[config.mk]
export PLATFORM = sky130hd
export DESIGN_NAME = mult_8bit_seq
export DESIGN_NICKNAME = d
export VERILOG_FILES = /design/src/rtl/mult_8bit_seq_pkg.sv /design/src/rtl/adder_8bit.sv /design/src/rtl/mult_8bit_seq.sv
export SDC_FILE = /design/constraint.sdc
export NUM_CORES = 1
export LEC_CHECK = 0
export CAP_MARGIN = 10
export CORE_ASPECT_RATIO = 2
export CORE_MARGIN = 4
export CORE_UTILIZATION = 25
export DETAILED_ROUTE_END_ITERATION = 16
export MAX_ROUTING_LAYER = met4
export PLACE_DENSITY = 0.51
export REMOVE_ABC_BUFFERS = 1
export SLEW_MARGIN = 0
export SYNTH_ARGS = -nofsm -noshare
export SYNTH_HDL_FRONTEND = slang
export SYNTH_SLANG_ARGS = --single-unit
[constraint.sdc]
create_clock -name clk -period 2.14 [get_ports clk]
set_clock_uncertainty 0.2 [all_clocks]
set_input_delay 0.642 -clock clk [delete_from_list [all_inputs] [get_ports clk]]
set_output_delay 0.642 -clock clk [all_outputs]
set_load 0.02 [all_outputs]
[src/rtl/mult_8bit_seq_pkg.sv]
// Shared constants and FSM encoding for the sequential 8x8 multiplier.
// Encoding is fixed; the unused code 2'd3 is treated as IDLE by the controller.
package mult_8bit_seq_pkg;

  localparam int NUM_ITER = 8;
  localparam logic [2:0] CNT_LAST = 3'(NUM_ITER - 1);

  typedef enum logic [1:0] {
    ST_IDLE = 2'd0,
    ST_RUN  = 2'd1,
    ST_DONE = 2'd2
  } state_t;

endpackage

[src/rtl/adder_8bit.sv]
// Combinational 8-bit adder with carry in/out; feeds one partial-product add per clock.
// Zero latency; no flow control.
module adder_8bit (
  input  logic [7:0] A,
  input  logic [7:0] B,
  input  logic       Cin,
  output logic [7:0] Sum,
  output logic       Cout
);

  assign {Cout, Sum} = {1'b0, A} + {1'b0, B} + {8'd0, Cin};

endmodule

[src/rtl/mult_8bit_seq.sv]
// Sequential 8x8 unsigned shift-and-add multiplier: one add per clock, 8 cycles start->done.
// start is accepted only in IDLE/DONE; start during RUN is dropped (no queueing).
module mult_8bit_seq
  import mult_8bit_seq_pkg::*;
(
  input  logic        clk,
  input  logic        rst_n,
  input  logic        start,
  input  logic [7:0]  A,
  input  logic [7:0]  B,
  output logic        busy,
  output logic        done,
  output logic [15:0] Product
);

  state_t     state;
  state_t     state_nxt;
  logic [7:0] m;
  logic [7:0] p_hi;
  logic [7:0] p_lo;
  logic [2:0] cnt;
  logic       load;
  logic       step;
  logic [7:0] add_b;
  logic [7:0] sum;
  logic       cout;

  always_ff @(posedge clk or negedge rst_n) begin
    if (!rst_n) begin
      state <= ST_IDLE;
    end else begin
      state <= state_nxt;
    end
  end

  // IDLE and the unused encoding share the default branch.
  always_comb begin
    state_nxt = ST_IDLE;
    load      = 1'b0;
    step      = 1'b0;
    case (state)
      ST_RUN: begin
        step      = 1'b1;
        state_nxt = (cnt == CNT_LAST) ? ST_DONE : ST_RUN;
      end
      default: begin
        if (start) begin
          load      = 1'b1;
          state_nxt = ST_RUN;
        end
      end
    endcase
  end

  assign busy = (state == ST_RUN);
  assign done = (state == ST_DONE);

  assign add_b = p_lo[0] ? m : 8'h00;

  adder_8bit u_adder (
    .A    (p_hi),
    .B    (add_b),
    .Cin  (1'b0),
    .Sum  (sum),
    .Cout (cout)
  );

  // The 9-bit {cout,sum} shifts right into the product register, so no carry is lost.
  always_ff @(posedge clk or negedge rst_n) begin
    if (!rst_n) begin
      m    <= 8'h00;
      p_hi <= 8'h00;
      p_lo <= 8'h00;
      cnt  <= 3'd0;
    end else if (load) begin
      m    <= A;
      p_hi <= 8'h00;
      p_lo <= B;
      cnt  <= 3'd0;
    end else if (step) begin
      {p_hi, p_lo} <= {cout, sum, p_lo[7:1]};
      cnt          <= cnt + 3'd1;
    end
  end

  assign Product = {p_hi, p_lo};

endmodule
==> reports/results.tsv, run 1 <==
metric	value	unit
status	completed	
synth.area.top_cells	dfrtp_1 (47%), ha_1 (8.1%), mux2i_1 (5.8%), mux2_2 (5.8%), o21ai_0 (4.5%)	
grt_pass1_wl	6.33	mm
ctsRootBufferMaster	clkbuf_16	
drc	0	
relSlewSlack	74.0	%
worst-slew-pin-transition	0.390	ns
cp_data_arrival_time	2.09	ns
vdd_drop_max	0.532	mV
gp_congestion	0.740	
dieWidth	63.6	um
cts.reportedPaths.clkPinSlew	0.05	ns
htree_levels	2	
finalHoldViolations	0	
yosysMostFrequentCell	dfrtp_1	
final_layout_size_suffix_gt1_share	21.9	%
grt_max_degree	30	
synth_top_area_cell	dfrtp_1	
worst_path_largest_cell_delay	0.37	ns
num_vias	1217	
netlist_top_cells_count	dfrtp_1 (29), nand2_1 (17), o21ai_0 (14)	
holdWs	0.299	ns
cp-end-kind	flip-flop	
syn_area	1550	um2
yosysSeqAreaShare	46.9	%
first_iter_violations	21	
ys_types	32	
first_pass_iters	6	
min_path_type	flip-flop to flip-flop	
place_hpwl	2.86	mm
nNetsFinal	225	
syn-instance-count	143	
slew_violations	0	
wl	3.71	mm
grt_pass1_vias	1328	
finish.utilization	38.3	%
cts_hold_buffers	0	
ios	37	
numCtsBuffers	5	
grt_usage	11.0	%
cp.required	2.10	ns
final_min_period_over_clock_period	99.7	%
core_area	6010	um2
period_minus_slack	2.13	ns
synth_seq_cells	29	
powerDensity	1450	nW/um2
setup_violations	0	
synth_warnings	0	
syn_avg_cell_area	10.8	um2
cts.sinks	29	
cts-root-to-sink-buffers	2	
drv_cap	0	
critPathKind	flip-flop to flip-flop	
initial_utilization	25.7	%
die_y	119	um
antenna_left	0	
rsz0062_at_grt	true	
antenna_found_initial	0	
synthFlopType	dfrtp_1	
cp_cell_sequence	and2_4 -> ha_4 -> fa_2 -> a21o_1 -> a221oi_4 -> xnor2_1 -> o21ai_2	
cp-start-kind	flip-flop	
crit_slowest_cell	dfrtp_1	
p_leak	1.11	nW
final_cells	259	
synth_edf_count	0	
cp_max_fo	2	
overflow	0	
clkLatencyLatePin	0.27	ns
antenna_cells	0	
die_area	7580	um2
cts_tree	yes	
rows	40	
reg2reg_slack	0.007	ns
power	3.33	mW
areaGrowthSynthToFinish	48.7	%
fmax	469	MHz
netlist.area_leader.share	46.9	%
wl_per_cell	14.3	um
placed_cells	248	
worst-path-buf-inv	0	
crit_family	compound AO/OA/AOI/OAI gates	
vias_per_cell	4.70	
ys_async_sr_fraction	100	%
io_buffers	36	
==> repair_timing <==
item	4_1_cts	5_1_grt
cloned	0	0
setup buffers	1	2
endpoints found under the setup margin	9	8
gates resized for setup	12	14
pin swaps	4	6
==> cell usage in the layout (no fill, tap or decap), drive strengths merged, types with 4 or more instances in the layout <==
cell type,synthesis,final
a21oi,4,4
and2,9,9
buf,4,15
clkbuf,2,5
clkdlybuf4s50,0,24
dfrtp,29,29
dlygate4sd2,0,8
dlymetal6s2s,0,4
ha,10,10
mux2,8,8
mux2i,9,9
nand2,17,17
nand3b,8,8
o21ai,16,16
==> sequential cells by signal, indices dropped and copies added, names as in the netlist <==
name	cells
p_hi	8
cnt	3
m	8
p_lo	8
state	2
==> worst register-to-register path, stage by stage (launching register included) <==
cell	delay [ns]
dfrtp_1	0.37
and2_4	0.16
ha_4	0.15
fa_2	0.36
a21o_1	0.23
a221oi_4	0.31
xnor2_1	0.17
o21ai_2	0.06
==> where the power goes <==
group / leakage, nW / total (mW) / internal, mW / switching (mW)
clock: 0.0696 / 0.669 / 0.425 / 0.244
combinational: 0.683 / 1.68 / 0.812 / 0.871
sequential: 0.359 / 0.977 / 0.807 / 0.170
==> per-stage QoR <==
stage,TNS (ns),setup WS (ns),instance area [um2]
5_1_grt,-0.151,-0.0849,2300
6_report,0,0.00658,2300
3_3_place_gp,-0.128,-0.0745,2060
3_5_place_dp,-0.175,-0.0966,2060
2_1_floorplan,-0.274,-0.126,1520
4_1_cts,0,0.00405,2220
==> cell type report <==
class | instances | area, um2
Clock buffer | 5 | 125
Clock inverter | 3 | 17.5
Fill cell | 601 | 3710
Inverter | 3 | 11.3
Multi-Input combinational cell | 105 | 856
Sequential cell | 29 | 726
Tap cell | 63 | 78.8
Timing Repair Buffer | 51 | 485
==> worst paths after layout <==
| path | from | end | cells past startpoint |
|---|---|---|---|
| worst min-delay path | m[2] | m[2] | 1 |
| worst min register to register | m[2] | m[2] | 1 |
| worst max-delay path | m[0] | p_hi[5] | 7 |
| min in group asynchronous | rst_n | m[2] | 2 |
| worst max register to register | m[0] | p_hi[5] | 7 |
| max in group asynchronous | rst_n | p_hi[1] | 2 |
==> logic make-up (layout without fill, tap and decap cells) <==
family          Yosys count  in the layout  synth area share, %
mux                      17             17                 11.7
compound gates           29             29                 11.7
xor+xnor                  5              5                 2.83
buf+inv                   9             62                 2.67
flops                    29             29                 46.9
fa+ha+maj                11             11                 9.39
simple gates             43             43                 14.9
==> per-layer routing <==
layer,up-vias,part of all wire [%],GRT usage (%)
met5,-,0,-
met4,0,1.7,4.47
met3,4,2.7,2.08
met2,22,59,21.0
met1,581,36,10.5
li1,610,-,-
Note: power is estimated with default switching activity, not from simulation.
==> run 2: changes to the inputs <==
- PLACE_DENSITY: 0.51 -> not set
==> reports/results.tsv, run 2 (same netlist as run 1, synthesis figures left out) <==
metric	value	unit
cp_max_fo	4	
die_y	119	um
first_pass_iters	3	
cp.required	2.10	ns
drc	0	
holdWs	0.299	ns
reg2reg_slack	0.03	ns
initial_utilization	25.7	%
vias_per_cell	4.82	
cts_hold_buffers	0	
reg2reg_from	p_lo[0]	
status	completed	
worst-r2r-cell-count	7	
cts-root-to-sink-buffers	2	
slew_violations	0	
wl_per_cell	14.8	um
vdd_drop_max	0.624	mV
final_layout_size_suffix_gt1_share	18.1	%
largestRegisters	m: 8 flops, p_hi: 8 flops, p_lo: 8 flops	
layout_common_cells	dfrtp_1 (29), clkdlybuf4s50_1 (19), nand2_1 (17)	
placed_cells	247	
cts.sinks	29	
final_area	2270	um2
first_iter_violations	12	
dieWidth	63.6	um
finalHoldViolations	0	
drv_cap	0	
num_vias	1234	
overflow	0	
rsz0062_at_grt	true	
ios	37	
core_area	6010	um2
period_minus_slack	2.11	ns
antenna_found_initial	0	
place_hpwl	2.83	mm
cp-end-kind	flip-flop	
final_cells	256	
min_from	m[6]	
areaGrowthSynthToFinish	47.0	%
cp-start-kind	flip-flop	
placedInstanceArea	2050	um2
numCtsBuffers	5	
final_common_cell	dfrtp_1	
power	3.35	mW
fmax	473	MHz
min_path_cells	1	
antenna_left	0	
place_ws	-0.0920	ns
final_min_period_over_clock_period	98.7	%
gp_congestion	0.781	
powerDensity	1470	nW/um2
grt_max_degree	30	
setup_violations	0	
grt_pass1_wl	6.37	mm
nNetsFinal	222	
worst-slew-pin-transition	0.391	ns
critPathKind	flip-flop to flip-flop	
cts_tree	yes	
p_leak	1.16	nW
die_area	7580	um2
io_buffers	36	
setup_ws	0.0273	ns
wl	3.79	mm
antenna_cells	0	
cts.reportedPaths.clkPinSlew	0.06	ns
r2r-end	p_hi[5]	
grt_usage	11.3	%
min_path_type	flip-flop to flip-flop	
clkLatencyLatePin	0.27	ns
grt_pass1_vias	1349	
ctsRootBufferMaster	clkbuf_16	
whs_endpoint	m[6]	
rows	40	
cp_data_arrival_time	2.07	ns
relSlewSlack	74.0	%
htree_levels	2	
==> run 2: timing repair <==
item	4_1_cts	5_1_grt
buffers inserted	0	1
setup endpoints to repair	9	12
resized for setup	12	11
pin swaps	4	0
==> run 2: worst max-delay path by stage <==
stage	start	endpoint	slack, ns	cells past startpoint
final	p_lo[0]	p_hi[5]	0.03	7
after global routing	p_lo[0]	p_hi[5]	-0.06	7
after CTS	p_lo[1]	Product[1]	0.001	1
after detailed placement	p_lo[0]	p_hi[7]	-0.09	7
after global placement	p_lo[0]	p_hi[7]	-0.06	7
after floorplan	p_lo[0]	p_hi[5]	-0.13	7
==> run 2: cell type report <==
| class | count | area (um2) |
|---|---|---|
| Timing Repair Buffer | 48 | 475 |
| Clock buffer | 5 | 125 |
| Sequential cell | 29 | 726 |
| Clock inverter | 3 | 46.3 |
| Multi-Input combinational cell | 105 | 811 |
| Inverter | 3 | 11.3 |
| Fill cell | 607 | 3730 |
| Tap cell | 63 | 78.8 |
==> run 2: layer usage <==
layer / wire length, um / up-vias / track usage, % / share of wire [%]
li1: - / 603 / - / -
met1: 1290 / 602 / 9.76 / 34
met2: 2250 / 23 / 21.6 / 59
met3: 155 / 6 / 2.55 / 4.1
met4: 95 / 0 / 5.95 / 2.5
met5: 0 / - / - / 0
==> run 2: worst max-delay path, stage by stage (launching register included) <==
cell      delay [ns]
dfrtp_1         0.39
and2_1          0.15
ha_2            0.19
fa_2            0.37
a21o_1          0.21
a221oi_4        0.26
xnor2_1         0.16
o21ai_2         0.06
==> run 2: power by group <==
group / switching [mW] / internal, mW
combinational: 0.823 / 0.744
clock: 0.258 / 0.550
sequential: 0.167 / 0.807
==> run 2: through the flow <==
stage          setup TNS, ns  utilization [%]
2_1_floorplan         -0.274                -
3_3_place_gp          -0.111             34.1
3_5_place_dp          -0.161             34.1
4_1_cts                    0             37.1
5_1_grt              -0.0913             37.9
6_report                   0             37.9
